$ cat config.mk
export PLATFORM = sky130hd
export DESIGN_NAME = matmul_seq_arb
export DESIGN_NICKNAME = d
export VERILOG_FILES = /design/src/rtl/matmul_pkg.sv /design/src/rtl/rr_arbiter2.sv /design/src/rtl/matmul_seq_arb.sv
export SDC_FILE = /design/constraint.sdc
export NUM_CORES = 1
export LEC_CHECK = 0
export CAP_MARGIN = 10
export CORE_UTILIZATION = 42
export CTS_CLUSTER_SIZE = 24
export DETAILED_ROUTE_END_ITERATION = 10
export GPL_TIMING_DRIVEN = 1
export PLACE_DENSITY = 0.77
export SLEW_MARGIN = 20
export SYNTH_ARGS = -nofsm -noshare
export SYNTH_HDL_FRONTEND = slang
export SYNTH_SLANG_ARGS = --single-unit
export TNS_END_PERCENT = 10
$ cat constraint.sdc
create_clock -name clk -period 2.1 [get_ports clk]
set_clock_uncertainty 0.15 [all_clocks]
set_input_delay 0.42 -clock clk [delete_from_list [all_inputs] [get_ports clk]]
set_output_delay 0.42 -clock clk [all_outputs]
set_load 0.005 [all_outputs]
$ cat src/rtl/matmul_pkg.sv
// Shared constants and FSM state encoding for the 4x4 matmul sequencer.
// Latency: n/a (definitions only).
// Backpressure: n/a.
package matmul_pkg;

  localparam int DIM    = 4;
  localparam int ADDR_W = 4;
  localparam int CNT_W  = 2;

  typedef enum logic [1:0] {
    IDLE   = 2'd0,
    MAC    = 2'd1,
    WRITE  = 2'd2,
    FINISH = 2'd3
  } state_t;

endpackage

$ cat src/rtl/rr_arbiter2.sv
// Two-way round-robin pick: the preferred requester wins a tie, a lone request always wins.
// Latency: combinational.
// Backpressure: none; grant is all-zero when no request is present.
module rr_arbiter2 (
  input  logic [1:0] req_i,
  input  logic       ptr_i,
  output logic [1:0] gnt_o
);

  // Preferred index first, then the other one.
  always_comb begin
    gnt_o = 2'b00;
    if (req_i[ptr_i]) begin
      gnt_o[ptr_i] = 1'b1;
    end else if (req_i[~ptr_i]) begin
      gnt_o[~ptr_i] = 1'b1;
    end
  end

endmodule

$ cat src/rtl/matmul_seq_arb.sv
// Arbitrated control sequencer for a 4x4 matrix multiply: 16 elements x (4 MAC + 1 WRITE).
// Latency: grant one cycle after req is sampled in IDLE; done pulses 81 cycles after that sample.
// Backpressure: requests are level-held and only looked at in IDLE; the owner keeps the engine until done.
module matmul_seq_arb #(
  parameter int DIM = 4
) (
  input  logic                         clk,
  input  logic                         reset,
  input  logic [1:0]                   req,
  output logic [1:0]                   grant,
  output logic [1:0]                   done,
  output logic                         busy,
  output logic                         mem_sel,
  output logic [matmul_pkg::ADDR_W-1:0] addr_a,
  output logic [matmul_pkg::ADDR_W-1:0] addr_b,
  output logic [matmul_pkg::ADDR_W-1:0] addr_c,
  output logic                         mac_en,
  output logic                         acc_clr,
  output logic                         c_we
);

  import matmul_pkg::*;

  // Highest index of a 2-bit loop counter; counters wrap naturally past it.
  localparam logic [CNT_W-1:0] LAST = CNT_W'(DIM - 1);

  state_t             state_q;
  logic [CNT_W-1:0]   i_q, j_q, k_q;
  logic               ptr_q;
  logic [1:0]         grant_q;
  logic [1:0]         arb_gnt;

  rr_arbiter2 u_rr (
    .req_i (req),
    .ptr_i (ptr_q),
    .gnt_o (arb_gnt)
  );

  // Sequencer FSM: arbitration, i/j/k loop nest, ownership and round-robin pointer.
  always_ff @(posedge clk) begin
    if (reset) begin
      state_q <= IDLE;
      i_q     <= '0;
      j_q     <= '0;
      k_q     <= '0;
      ptr_q   <= 1'b0;
      grant_q <= 2'b00;
    end else begin
      case (state_q)
        IDLE: begin
          if (|req) begin
            grant_q <= arb_gnt;
            i_q     <= '0;
            j_q     <= '0;
            k_q     <= '0;
            state_q <= MAC;
          end
        end
        MAC: begin
          k_q <= k_q + 1'b1;
          if (k_q == LAST) begin
            state_q <= WRITE;
          end
        end
        WRITE: begin
          j_q <= j_q + 1'b1;
          if (j_q == LAST) begin
            i_q <= i_q + 1'b1;
          end
          if (i_q == LAST && j_q == LAST) begin
            state_q <= FINISH;
          end else begin
            k_q     <= '0;
            state_q <= MAC;
          end
        end
        FINISH: begin
          // Hand preference to the requester that did not just own the engine.
          ptr_q   <= ~grant_q[1];
          grant_q <= 2'b00;
          state_q <= IDLE;
        end
        default: state_q <= IDLE;
      endcase
    end
  end

  // Moore decode of datapath controls from state and loop counters.
  always_comb begin
    addr_a  = '0;
    addr_b  = '0;
    addr_c  = '0;
    mac_en  = 1'b0;
    acc_clr = 1'b0;
    c_we    = 1'b0;
    done    = 2'b00;
    case (state_q)
      MAC: begin
        mac_en  = 1'b1;
        acc_clr = (k_q == '0);
        addr_a  = {i_q, k_q};
        addr_b  = {k_q, j_q};
      end
      WRITE: begin
        c_we   = 1'b1;
        addr_c = {i_q, j_q};
      end
      FINISH: done = grant_q;
      default: ;
    endcase
  end

  assign grant   = grant_q;
  assign busy    = (state_q != IDLE);
  assign mem_sel = grant_q[1];

endmodule

---- After elaboration in Yosys (flattened, before gate mapping) ----
Index checks and enable logic that the tools add are counted.
storage, ports and cells
  output and inout bits ................... 21
  word-level logic and storage cells ...... 69
  bits of input ports ..................... 4
  register bits after elaboration ......... 11
cells by class
  bitwise logic cells ..................... 2
  reductions and logical operators ........ 15
  multiplexer cells ....................... 29
  $add $sub $neg .......................... 3
  magnitude comparators ................... 4
  eq/ne operators ......................... 10
operators by type and width
  cell                   number
  $mux W2                10
  $mux W4                3
  $pmux W2 S2            3
  $eq A2 B2 Y1 const B   5
  $mux W1                9
  $ne A2 B2 Y1 const B   4
  $pmux W2 S4            1
  $add A2 B1 Y2 const B  3
  $pmux W2 S3            1
  $reduce_and A2 Y1      3
  $reduce_and A3 Y1      2
  $reduce_bool A2 Y1     3
  $logic_not A2 Y1       2
  $lt A1 B2 Y1 const B   2
  $logic_and A1 B1 Y1    3
  $reduce_bool A3 Y1     1
  $demux W1 S1           2
  $eq A2 B1 Y1 const B   1
  $ge A1 B1 Y1 const B   2
  $not A1 Y1             2
  $reduce_or A2 Y1       1

---- Logic depth before layout (Yosys ltp) ----
Gate-level depths: netlist (run 1).
  depth in word-level cells ............... 9
  mapped depth ............................ 5
  gate-level depth less buffers ........... 4

---- Modules after synthesis ----
A second synthesis (run 1) with hierarchy kept.
unflattened totals
  cell total of the unflattened synthesis .. 80
  area total of the unflattened synthesis .. 653.1 um2
by module, submodules not included
  module          cells each  seq. area each (um2)  area each (um2)  times used
  matmul_seq_arb  77          220.2                 634.4            1
  rr_arbiter2     3           0.0                   18.8             1

---- Least setup slack after synthesis (run 1) ----
No wires, ideal clock.
  path type ............................... flip-flop to output port
  start point ............................. reg state_q[1]
  end point ............................... out addr_b[2] (netlist name)
  data arrival time ....................... 1.158 ns
  buffers on the path ..................... 3
  required time ........................... 1.530 ns
  stages on the path, launching flop included .. 6
  setup slack ............................. 0.372 ns
  cell sequence ........................... dfxtp_1 -> buf_2 -> nor2b_1 -> clkbuf_1 -> and2_1 -> buf_4
on the way
  word-level cells in the longest chain between the ends .. 2
ends and longest elaborated chain
  element                   line                  source
  start: declaration        matmul_seq_arb.sv:27  state_t state_q;
  start signal: assignment  matmul_seq_arb.sv:42  state_q <= IDLE;
  start signal: assignment  matmul_seq_arb.sv:56  state_q <= MAC;
  start signal: assignment  matmul_seq_arb.sv:62  state_q <= WRITE;
  $eq A2 B1 Y1              matmul_seq_arb.sv:97  case (state_q)
  $mux W4                   matmul_seq_arb.sv:97
  end: declaration          matmul_seq_arb.sv:15  output logic [matmul_pkg::ADDR_W-1:0] addr_b,
Every way passes these cells.

---- Worst setup path after layout (run 1) ----
  start point ............................. reg state_q[1]
  end point ............................... out busy
on the way
  word-level cells in the longest chain between the ends .. 1
ends and longest elaborated chain
  element             line                   source
  $reduce_bool A2 Y1  matmul_seq_arb.sv:114  assign busy = (state_q != IDLE);
  end: declaration    matmul_seq_arb.sv:12   output logic busy,
Every way passes these cells.

==> results.txt, run 1 <==
main combinational cell family by area after synthesis -> simple AND/OR/NAND/NOR gates
first-pass GRT wire length -> 2.20 mm
clk buf depth -> 2
hold path depth -> 2
Vias/cell -> 5.17
Max Cap Viol -> 0
site row count -> 14
IO Count -> 25
Antenna Cells -> 0
DIE HEIGHT -> 42.0 um
Pwr Density -> 461 nW/um^2
Hold Vio Cnt, Final -> 0
# DRC -> 0
Reg2Reg Depth -> 4
Layout fillers -> 125
post-synthesis register bit count -> 11
Ys Warns -> 0
Logic pwr share -> 19.1%
min-delay worst type -> register to register
Worst Slack Setup Final -> 0.0447 ns
Max rail drop VDD -> 0.000286 V
HPWL Detailed -> 1.05 mm
layout cell share with drive strength beyond 1 -> 13.8%
nets -> 118
Sw Ratio -> 24.9%
unrepaired setup endpoints after global routing -> true
clock-pin slew on the worst setup and hold paths -> 0.07 ns
die area -> 1760 um^2
Clock power frac -> 32.1%
Routed WL -> 1.39 mm
crit path DAT -> 1.49 ns
Antenna Nets Post-Route -> 0
Final setup viols -> 0
Netlist cell types -> 30
Die Width -> 42.0 um
cts hold-fix bufs -> 0
GPL Wtd Cong -> 0.801
period utilization -> 97.9%
Post-synth EDFFs -> 0
pin count of the biggest net entering global routing -> 15
Synth Cell Area -> 672 um^2
Slew Viols, Final -> 0
initial antenna violation count -> 0
Sink Count -> 11
Starting Density -> 44.6%
setup bufs post-CTS -> 0
post-synthesis mux area share -> 0%
DR iter-0 viols -> 12
Tightest Pin Transition -> 0.432 ns
Setup CP Type -> register to output port
Slew HR -> 71.0%
Num CTS Buffers -> 3
setup slack at placement -> 0.0804 ns
core footprint -> 1510 um^2
GR Overflow Total -> 0
CTS tree -> done
ys flop type -> dfxtp_1
worst skew pair latency -> 0.26 ns
Flop pwr share -> 48.8%
Critical Path RT -> 1.53 ns
Lkg Pwr -> 0.500 nW
buffers added on ports -> 24
Max Freq -> 0.487 GHz
CP Launch Type -> register
Fin Setup TNS -> 0 ns
crit path capture type -> output port
htree depth -> 1
Post-Synth XOR/XNOR Area -> 0%
syn_nets -> 92
TritonRoute pass-1 iters -> 4
Synth Instances -> 84
routed vias -> 646
area delta synth->final -> 46.6%
asr flop ratio synth -> 0%
Root Buffer -> clkbuf_4
NetSw -> 0.113 mW
fin crit period -> 2.06 ns
Synth Area in Compound Gates -> 22.0%
syn_area_per_cell -> 8.00 um^2
Crit Path Max Fanout -> 8
GRT Overall Usage -> 16.4%
adder-cell area share of the yosys netlist -> 7.45%
Seq/Total Area, Yosys -> 32.8%
simple-gate portion of the synthesized area -> 27.9%
status -> finished clean
Avg WL per Cell -> 11.1 um
vias in the first global route -> 547
Internal -> 0.341 mW
metal layers:
layer / part of all wire [%] / up-vias / global-route usage, % / routed length (um)
met5: 0 / - / 0 / 0
met3: 6.2 / 4 / 3.88 / 86
met2: 46 / 25 / 27.8 / 644
met4: 1.5 / 0 / 7.74 / 21
li1: - / 333 / - / -
met1: 46 / 284 / 19.3 / 636
through the flow:
stage	instances	hold WS, ns	power [mW]	cell area, um^2	utilization, %
global placement	121	0.314	0.310	938	62.3
global route	125	0.364	0.475	985	65.4
finish	125	0.327	0.454	985	65.4
CTS	125	0.324	0.458	972	64.5
detailed placement	121	0.314	0.311	938	62.3
floorplan	84	0.300	0.266	672	-
layout make-up:
cell class	count	area (um^2)	share of cell area (%)
Tap cell	16	20.0	2.03
Multi-Input combinational cell	59	394	40.0
Clock buffer	4	26.3	2.67
Sequential cell	11	225	22.9
Timing Repair Buffer	29	297	30.1
Inverter	6	22.5	2.29
kinds of logic after synthesis:
family	count (synthesis)
simple gates	34
compound gates	21
flops	11
buf+inv	14
fa+ha+maj	4
Yosys cell counts, types with 2 or more instances:
| cell type | instances | area, um^2 |
|---|---|---|
| o21ai_0 | 5 | 25.0 |
| or2_2 | 2 | 12.5 |
| clkbuf_1 | 3 | 11.3 |
| dfxtp_1 | 11 | 220 |
| inv_1 | 6 | 22.5 |
| buf_2 | 2 | 10.0 |
| ha_1 | 4 | 50.1 |
| and2_1 | 11 | 68.8 |
| nor2_1 | 4 | 15.0 |
| nand2_1 | 6 | 22.5 |
| buf_4 | 3 | 22.5 |
| a21oi_1 | 5 | 25.0 |
| a211o_1 | 2 | 17.5 |
| nor2b_1 | 4 | 25.0 |
registers in the layout (all words and copies together), names as in the netlist:
register  count
i_q           2
grant         2
k_q           2
state_q       2
j_q           2
ptr_q         1
power by group through the flow:
stage / sequential (mW) / clock (mW) / combinational (mW)
after CTS: 0.223 / 0.148 / 0.0872
after global placement: 0.227 / 0 / 0.0837
after global routing: 0.223 / 0.158 / 0.0943
after detailed placement: 0.227 / 0 / 0.0839
after floorplan: 0.226 / 0 / 0.0393
final: 0.222 / 0.146 / 0.0868
worst max-delay path: stages (launching register included):
cell and delay (ns):
dfxtp_4 0.36, buf_4 0.15, or2_2 0.27, clkdlybuf4s50_1 0.44
placed cells by master, fill, tap and decap left out, types with 2 or more instances in the layout:
| master | instances |
|---|---|
| clkdlybuf4s50_1 | 14 |
| and2_1 | 11 |
| dfxtp_1 | 9 |
| inv_1 | 6 |
| nand2_1 | 6 |
| dlygate4sd2_1 | 6 |
| o21ai_0 | 5 |
| a21oi_1 | 5 |
| nor2_1 | 4 |
| ha_1 | 4 |
| dlymetal6s2s_1 | 4 |
| nor2b_1 | 3 |
| clkbuf_4 | 3 |
| buf_4 | 3 |
| or2_2 | 2 |
| a211o_1 | 2 |
repair_timing:
action	in CTS	in global routing
hold endpoints to repair	0	0
resized for setup	12	5
setup endpoints to repair	15	8
worst paths after layout:
| path | slack [ns] | start | end |
|---|---|---|---|
| worst min register to register | 0.33 | ptr_q | ptr_q |
| worst min-delay path | 0.33 | ptr_q | ptr_q |
| worst max-delay path | 0.04 | state_q[1] | busy |
| worst max register to register | 0.52 | state_q[0] | k_q[0] |
(Power assumes the default switching activity.)
==> run 2: changes to the inputs <==
--- a/config.mk
+++ b/config.mk
@@ -9,9 +9,10 @@
 export CORE_UTILIZATION = 42
 export CTS_CLUSTER_SIZE = 24
 export DETAILED_ROUTE_END_ITERATION = 10
+export GPL_ROUTABILITY_DRIVEN = 0
 export GPL_TIMING_DRIVEN = 1
 export PLACE_DENSITY = 0.77
-export SLEW_MARGIN = 20
+export SLEW_MARGIN = 5
 export SYNTH_ARGS = -nofsm -noshare
 export SYNTH_HDL_FRONTEND = slang
 export SYNTH_SLANG_ARGS = --single-unit
==> results of run 2 <==
Final layout, timing and power as in run 1 (identical DEF).
==> run 3: changes to the inputs <==
--- a/config.mk
+++ b/config.mk
@@ -11,7 +11,7 @@
 export DETAILED_ROUTE_END_ITERATION = 10
 export GPL_ROUTABILITY_DRIVEN = 0
 export GPL_TIMING_DRIVEN = 1
-export PLACE_DENSITY = 0.77
+export PLACE_DENSITY = 0.75
 export SLEW_MARGIN = 5
 export SYNTH_ARGS = -nofsm -noshare
 export SYNTH_HDL_FRONTEND = slang
==> results.txt, run 3 (synthesized netlist as in run 1, its figures left out) <==
status -> finished clean
GR Overflow Total -> 0
buffers added on ports -> 24
first-pass GRT wire length -> 2.66 mm
period utilization -> 99.0%
CTS tree -> done
Max Cap Viol -> 0
Crit path depth -> 3
crit path DAT -> 1.51 ns
Area after DPL -> 918 um^2
Pwr Density -> 463 nW/um^2
final instance area -> 971 um^2
Setup CP Type -> register to output port
# DRC -> 0
Vias/cell -> 5.26
HPWL Detailed -> 1.11 mm
CP Launch Type -> register
Crit path buffers/inverters -> 1
commonest non-fill, non-tap cells in the layout -> clkdlybuf4s50_1 (23), and2_1 (11), dfxtp_1 (8)
IO Count -> 25
cts hold-fix bufs -> 0
Routed WL -> 1.62 mm
TritonRoute pass-1 iters -> 4
CP startpoint -> state_q[1]
DIE HEIGHT -> 42.0 um
initial antenna violation count -> 0
Tightest Pin Transition -> 0.450 ns
Max Freq -> 0.481 GHz
Sink Count -> 11
Num CTS Buffers -> 3
hold path depth -> 2
Lkg Pwr -> 0.405 nW
core footprint -> 1510 um^2
site row count -> 14
min-delay worst type -> register to register
Antenna Cells -> 0
clk buf depth -> 2
Slew Viols, Final -> 0
slowest cell on the critical path -> clkdlybuf4s50_1
CP endpoint -> addr_c[0]
r2r startpoint -> state_q[0]
htree depth -> 1
Critical Path RT -> 1.53 ns
Starting Density -> 44.6%
nets -> 118
Reg2Reg Depth -> 4
worst skew pair latency -> 0.26 ns
Max rail drop VDD -> 0.000410 V
Avg WL per Cell -> 12.9 um
Antenna Nets Post-Route -> 0
slowest cell delay on critical path -> 0.50 ns
fin crit period -> 2.08 ns
layout cell share with drive strength beyond 1 -> 14.7%
Hold Vio Cnt, Final -> 0
Die Width -> 42.0 um
clock-pin slew on the worst setup and hold paths -> 0.06 ns
CP Cell Sequence -> and2b_2 > and2_1 > clkdlybuf4s50_1
Slew HR -> 69.8%
reg2reg end -> k_q[0]
vias in the first global route -> 593
Crit Path Max Fanout -> 6
Root Buffer -> clkbuf_4
GRT Overall Usage -> 20.0%
most common cell after layout, fill and taps aside -> clkdlybuf4s50_1
pin count of the biggest net entering global routing -> 14
DR iter-0 viols -> 4
crit path capture type -> output port
die area -> 1760 um^2
routed vias -> 657
area delta synth->final -> 44.5%
FF-to-FF setup slack -> 0.47 ns
unrepaired setup endpoints after global routing -> true
delay-heaviest family, CP -> buffers and inverters
Final setup viols -> 0
Fin Hold WS -> 0.341 ns
-- run 3: where the power goes --
group	internal (mW)	switching, mW	leakage, nW
combinational	0.0481	0.0374	0.299
sequential	0.216	0.00737	0.0906
clock	0.0734	0.0668	0.0150
total	0.338	0.112	0.405
-- run 3: layout make-up --
type                            instances  area, um^2
Sequential cell                        11         224
Inverter                                6        22.5
Tap cell                               16        20.0
Multi-Input combinational cell         59         394
Clock buffer                            4        26.3
Timing Repair Buffer                   29         284
Fill cell                             122         536
-- run 3: metal layers --
| layer | share of wire (%) | global-route usage (%) |
|---|---|---|
| met1 | 48 | 25.2 |
| met2 | 48 | 32.5 |
| met3 | 2.6 | 6.47 |
| met4 | 0.80 | 5.81 |
| met5 | 0 | 0 |
-- run 3: worst register-to-register path, delay by kind of cell, from the launching register on --
kind	cells	cell delay, ns
buffers and inverters	1	0.17
AOI/OAI and AO/OA	2	0.54
DFF	1	0.32
and+or+nand+nor	1	0.40
-- run 3: worst min path at each step --
| stage | startpoint | to | slack, ns |
|---|---|---|---|
| floorplan | ptr_q | ptr_q | 0.30 |
| global placement | ptr_q | ptr_q | 0.32 |
| detailed placement | ptr_q | ptr_q | 0.33 |
| CTS | ptr_q | ptr_q | 0.34 |
| global route | ptr_q | ptr_q | 0.39 |
| finish | ptr_q | ptr_q | 0.34 |
-- run 3: metrics by stage --
step	total power, mW	util (%)	std cells	setup WS, ns	setup TNS [ns]
after floorplan	0.266	-	84	0.372	0
after global placement	0.304	61.0	120	0.154	0
after detailed placement	0.305	61.0	120	0.132	0
after CTS	0.454	64.2	125	0.00370	0
after global routing	0.469	64.5	125	-0.0531	-0.456
final	0.449	64.5	125	0.0205	0
-- run 3: what timing repair did --
action | CTS | global route
endpoints found under the setup margin | 13 | 15
setup buffers | 1 | 0
hold endpoints to repair | 0 | 0
resized for setup | 6 | 2
